===== config.mk =====
export PLATFORM = sky130hd
export DESIGN_NAME = demux_1x2_8bits_mem
export DESIGN_NICKNAME = d
export VERILOG_FILES = /design/src/rtl/demux_1x2_8bits_mem.sv
export SDC_FILE = /design/constraint.sdc
export NUM_CORES = 1
export LEC_CHECK = 0
export BUFFER_PORTS_ARGS = -buffer_cell sky130_fd_sc_hd__buf_2
export CORE_MARGIN = 2
export CORE_UTILIZATION = 52
export DETAILED_ROUTE_END_ITERATION = 8
export HOLD_SLACK_MARGIN = 0.02
export PLACE_DENSITY = 0.82
export SYNTH_ARGS = -nofsm -noshare
export SYNTH_HDL_FRONTEND = slang
export SYNTH_SLANG_ARGS = --single-unit

===== constraint.sdc =====
create_clock -name clk -period 2.17 [get_ports clk]
set_input_delay 0.434 -clock clk [delete_from_list [all_inputs] [get_ports clk]]
set_output_delay 0.434 -clock clk [all_outputs]
set_load 0.01 [all_outputs]

===== src/rtl/demux_1x2_8bits_mem.sv =====
// 1-to-2 byte demultiplexer: alternates accepted bytes between two
// first-word-fall-through lane FIFOs, stalling on a full target lane.
module demux_1x2_8bits_mem #(
  parameter int DATA_WIDTH = 8,
  parameter int DEPTH      = 4
) (
  input  logic                  clk,
  input  logic                  reset_L,
  input  logic [DATA_WIDTH-1:0] data_in,
  input  logic                  valid_in,
  output logic                  ready_out,
  output logic [DATA_WIDTH-1:0] data_out0,
  output logic                  valid_out0,
  input  logic                  pop0,
  output logic [DATA_WIDTH-1:0] data_out1,
  output logic                  valid_out1,
  input  logic                  pop1,
  output logic                  full0,
  output logic                  full1
);

  localparam int PW = $clog2(DEPTH);
  localparam int CW = PW + 1;

  logic                  sel;
  logic [PW-1:0]         wr_ptr [2];
  logic [PW-1:0]         rd_ptr [2];
  logic [CW-1:0]         count  [2];
  logic [DATA_WIDTH-1:0] mem    [2][DEPTH];

  logic [1:0] full;
  logic [1:0] empty;
  logic [1:0] push;
  logic [1:0] pop_fire;
  logic       accept;

  // ready_out depends only on registered state, so pops free space one cycle later
  always_comb begin
    full     = '0;
    empty    = '0;
    for (int i = 0; i < 2; i++) begin
      full[i]  = (count[i] == CW'(DEPTH));
      empty[i] = (count[i] == '0);
    end
    ready_out = ~full[sel];
    accept    = valid_in & ready_out;
    push[0]   = accept & ~sel;
    push[1]   = accept & sel;
    pop_fire  = {pop1, pop0} & ~empty;
  end

  always_ff @(posedge clk or negedge reset_L) begin
    if (!reset_L) begin
      sel <= 1'b0;
      for (int i = 0; i < 2; i++) begin
        wr_ptr[i] <= '0;
        rd_ptr[i] <= '0;
        count[i]  <= '0;
      end
    end else begin
      if (accept)
        sel <= ~sel;
      for (int i = 0; i < 2; i++) begin
        if (push[i])
          wr_ptr[i] <= wr_ptr[i] + PW'(1);
        if (pop_fire[i])
          rd_ptr[i] <= rd_ptr[i] + PW'(1);
        if (push[i] && !pop_fire[i])
          count[i] <= count[i] + CW'(1);
        else if (!push[i] && pop_fire[i])
          count[i] <= count[i] - CW'(1);
      end
    end
  end

  // Storage is never cleared; emptiness is tracked by the counters alone
  always_ff @(posedge clk) begin
    for (int i = 0; i < 2; i++) begin
      if (push[i])
        mem[i][wr_ptr[i]] <= data_in;
    end
  end

  assign valid_out0 = ~empty[0];
  assign valid_out1 = ~empty[1];
  assign data_out0  = empty[0] ? '0 : mem[0][rd_ptr[0]];
  assign data_out1  = empty[1] ? '0 : mem[1][rd_ptr[1]];
  assign full0      = full[0];
  assign full1      = full[1];

endmodule

==> impl_metrics.yaml <==
status:
  status: "complete, no violations"
setup_path:
  critical_path.top_delay_family: "multiplexers"
  worstSetupPathType: "flop to primary output"
  path_cells: "buf_12, mux4_2, and2_4, buf_2"
  arrival_ns: 1.69
  critPathBufInv: 2
  rr_worst_depth: 8
  worstPathMaxFanout: 8
  cp-start-kind: "flop"
  r2r_slack_ns: 0.16
  endpoint_kind: "primary output"
  required_ns: 1.74
  cp_slowest_cell: "mux4_2"
  slowest_delay_ns: 0.51
  reg2reg_to: "count[5]"
  r2r_start: "count[5]"
drt:
  viasPerCell: 5.14
  drtPass1Iterations: 4
  first_iter_violations: 106
  avgRoutedWirePerCell_um: 16.4
  vias: 1583
  routed_wl_um: 5060
  drc: 0
  detail-route-antenna-nets: 0
floorplan:
  die_x_um: 84.3
  die_height_um: 84.3
  die-area_um2: 7110
  num_rows: 29
  ioPinCount: 34
  initial_core_util_pct: 53.4
  coreArea_um2: 6280
yosys:
  synthCells: 175
  syn-num-nets: 200
  ys_types: 22
  syn_area_per_cell_um2: 19.2
  yosysSeqAreaShare_pct: 68.5
  yosys_warnings: 0
  ys_seq_elements: 79
  synthesis.area_um2: 3350
sta:
  final-hold-violation-count: 0
  relSlewSlack_pct: 70.7
  fin_crit_ns: 2.13
  fin_crit_sh_pct: 98.0
  finalSetupTns_ns: 0
  clock.fmax_ghz: 0.470
  slew_viol_final: 0
  setup_viol: 0
  fin_skew_ns: 0.00516
  worst_pin_slew_ns: 0.440
min_path:
  min_path_type: "input port to flop"
  hp-start: "pop1"
  hold_depth: 3
  holdPathEnd: "rd_ptr[1]"
layout:
  nets: 251
  drive_gt1_share_pct: 42.4
  fillers: 453
  syn_to_final_growth_pct: 15.9
  antenna_cells_inserted: 0
  fin_area_um2: 3890
grt:
  grt_pass1_wl_um: 8200
  antenna_found_initial: 0
  grt_use_met3_pct: 3.24
  grt_max_degree: 16
  grt_pass1_vias: 1628
  grt.busiest_layer: "met2"
  grt.overflow.total: 0
  gr-usage-met1_pct: 20.9
  track_usage_pct: 15.7
  grt_use_met2_pct: 24.4
clock_tree:
  cts_tree: "done"
  cts_htree_levels: 3
  clk_latency_ns: 0.34
  clockRootBuffer: "clkbuf_8"
  clockBufferDepth: 2
  cts_buffers: 9
  clock-sinks: 79
  cts.clk_slew.worst_paths_ns: 0.07
placement:
  post_dp_cell_area_um2: 3640
  port-buffer-count: 33
  place_congestion: 0.715
  dp_hpwl_um: 3500
power_and_ir_drop:
  powerDensity_nw_per_um2: 1350
  ir_drop_uv: 681
  p_leak_nw: 1.44
job:
  max_cap_violations: 0
-- state kept, by name, summed over array words and instances, names as in the netlist --
| signal | cells |
|---|---|
| mem | 64 |
| count | 6 |
| rd_ptr | 4 |
| wr_ptr | 4 |
| sel | 1 |
-- layout make-up --
cell class / count / area [µm²] / area share [%]
clock buffers: 9 / 124 / 3.19
clock inverters: 7 / 63.8 / 1.64
inverters: 7 / 26.3 / 0.676
multi-input cells: 83 / 986 / 25.4
flip-flops and latches: 79 / 2300 / 59.2
well taps: 77 / 96.3 / 2.48
repair buffers: 46 / 290 / 7.46
-- cells in the final DEF (no fill, tap or decap), drive strengths merged, types with 3 or more instances in the layout --
cell type / synthesis / final
and2: 24 / 24
buf: 4 / 45
clkbuf: 2 / 9
clkinv: 0 / 3
clkinvlp: 0 / 3
dfrtp: 15 / 15
edfxtp: 64 / 64
ha: 10 / 10
inv: 7 / 7
mux2: 4 / 4
mux4: 16 / 16
nand2: 3 / 3
nor2: 3 / 3
nor3b: 3 / 3
xnor2: 8 / 8
xor2: 4 / 4
-- how the worst max path moves through the flow --
| stage | startpoint | slack (ns) | cells past startpoint | to |
|---|---|---|---|---|
| finish | rd_ptr[0] | 0.04 | 4 | data_out1[5] |
| global route | rd_ptr[0] | -0.005 | 4 | data_out1[5] |
| CTS | rd_ptr[0] | 0.002 | 4 | data_out1[2] |
| detailed placement | count[5] | 0.04 | 8 | count[5] |
| global placement | count[5] | 0.10 | 8 | count[5] |
| floorplan | count[3] | 0.16 | 8 | count[5] |
-- worst reg2reg max path, cell delays in order (launching register included) --
cell	delay [ns]
dfrtp_1	0.41
or3_4	0.38
nand2_2	0.09
ha_2	0.18
inv_1	0.05
fa_1	0.38
xor2_1	0.17
nor2_1	0.11
xor2_1	0.15
-- per-stage QoR --
stage / util [%] / total power, W / instances / hold WS [ns] / setup slack (ns)
2_1_floorplan: - / 0.00360 / 175 / 0.138 / 0.160
3_3_place_gp: 58.0 / 0.00415 / 286 / 0.355 / 0.102
3_5_place_dp: 58.0 / 0.00422 / 286 / 0.355 / 0.0393
4_1_cts: 61.3 / 0.00526 / 304 / 0.332 / 0.00165
5_1_grt: 61.9 / 0.00558 / 308 / 0.346 / -0.00540
6_report: 61.9 / 0.00526 / 308 / 0.341 / 0.0429
-- cell usage after synthesis, drive strengths merged --
| cell | n | area share (%) |
|---|---|---|
| fa | 2 | 1.2 |
| o21bai | 1 | 0.22 |
| ha | 10 | 3.7 |
| xor2 | 4 | 1.0 |
| buf | 4 | 1.3 |
| dfrtp | 15 | 11 |
| or3 | 2 | 0.67 |
| mux2 | 4 | 1.5 |
| and2 | 24 | 4.6 |
| nand3 | 2 | 0.60 |
| mux2i | 1 | 0.30 |
| inv | 7 | 0.78 |
| nor3b | 3 | 1.7 |
| nor2 | 3 | 0.41 |
| edfxtp | 64 | 57 |
| nand2 | 3 | 0.34 |
| mux4 | 16 | 11 |
| clkbuf | 2 | 0.30 |
| xnor2 | 8 | 2.1 |
-- logic make-up after synthesis --
kind of cell	synth area share, %
muxes	12.5
DFF	68.5
AOI/OAI and AO/OA	0.224
adders and majority gates	4.92
and+or+nand+nor	8.32
xor gates and xnor gates	3.13
buffers and inverters	2.42
-- metal layers --
| metal | wire length, µm | share of wire, % |
|---|---|---|
| met5 | 0 | 0 |
| met4 | 96 | 1.9 |
| met3 | 178 | 3.5 |
| met2 | 2480 | 49 |
| met1 | 2300 | 45 |
-- power by group --
| part | switching, W | internal [W] |
|---|---|---|
| combinational | 0.000886 | 0.00113 |
| sequential | 0.000231 | 0.00199 |
| clock | 0.000505 | 0.000519 |
-- timing repair --
| action | CTS | global route |
|---|---|---|
| resized for setup | 2 | 6 |
| setup endpoints to repair | 16 | 11 |
| hold buffers | 1 | 0 |
| pin swaps | 0 | 2 |
| buffers inserted | 1 | 4 |
| hold endpoints to repair | 15 | 0 |
(Power assumes the default switching activity.)
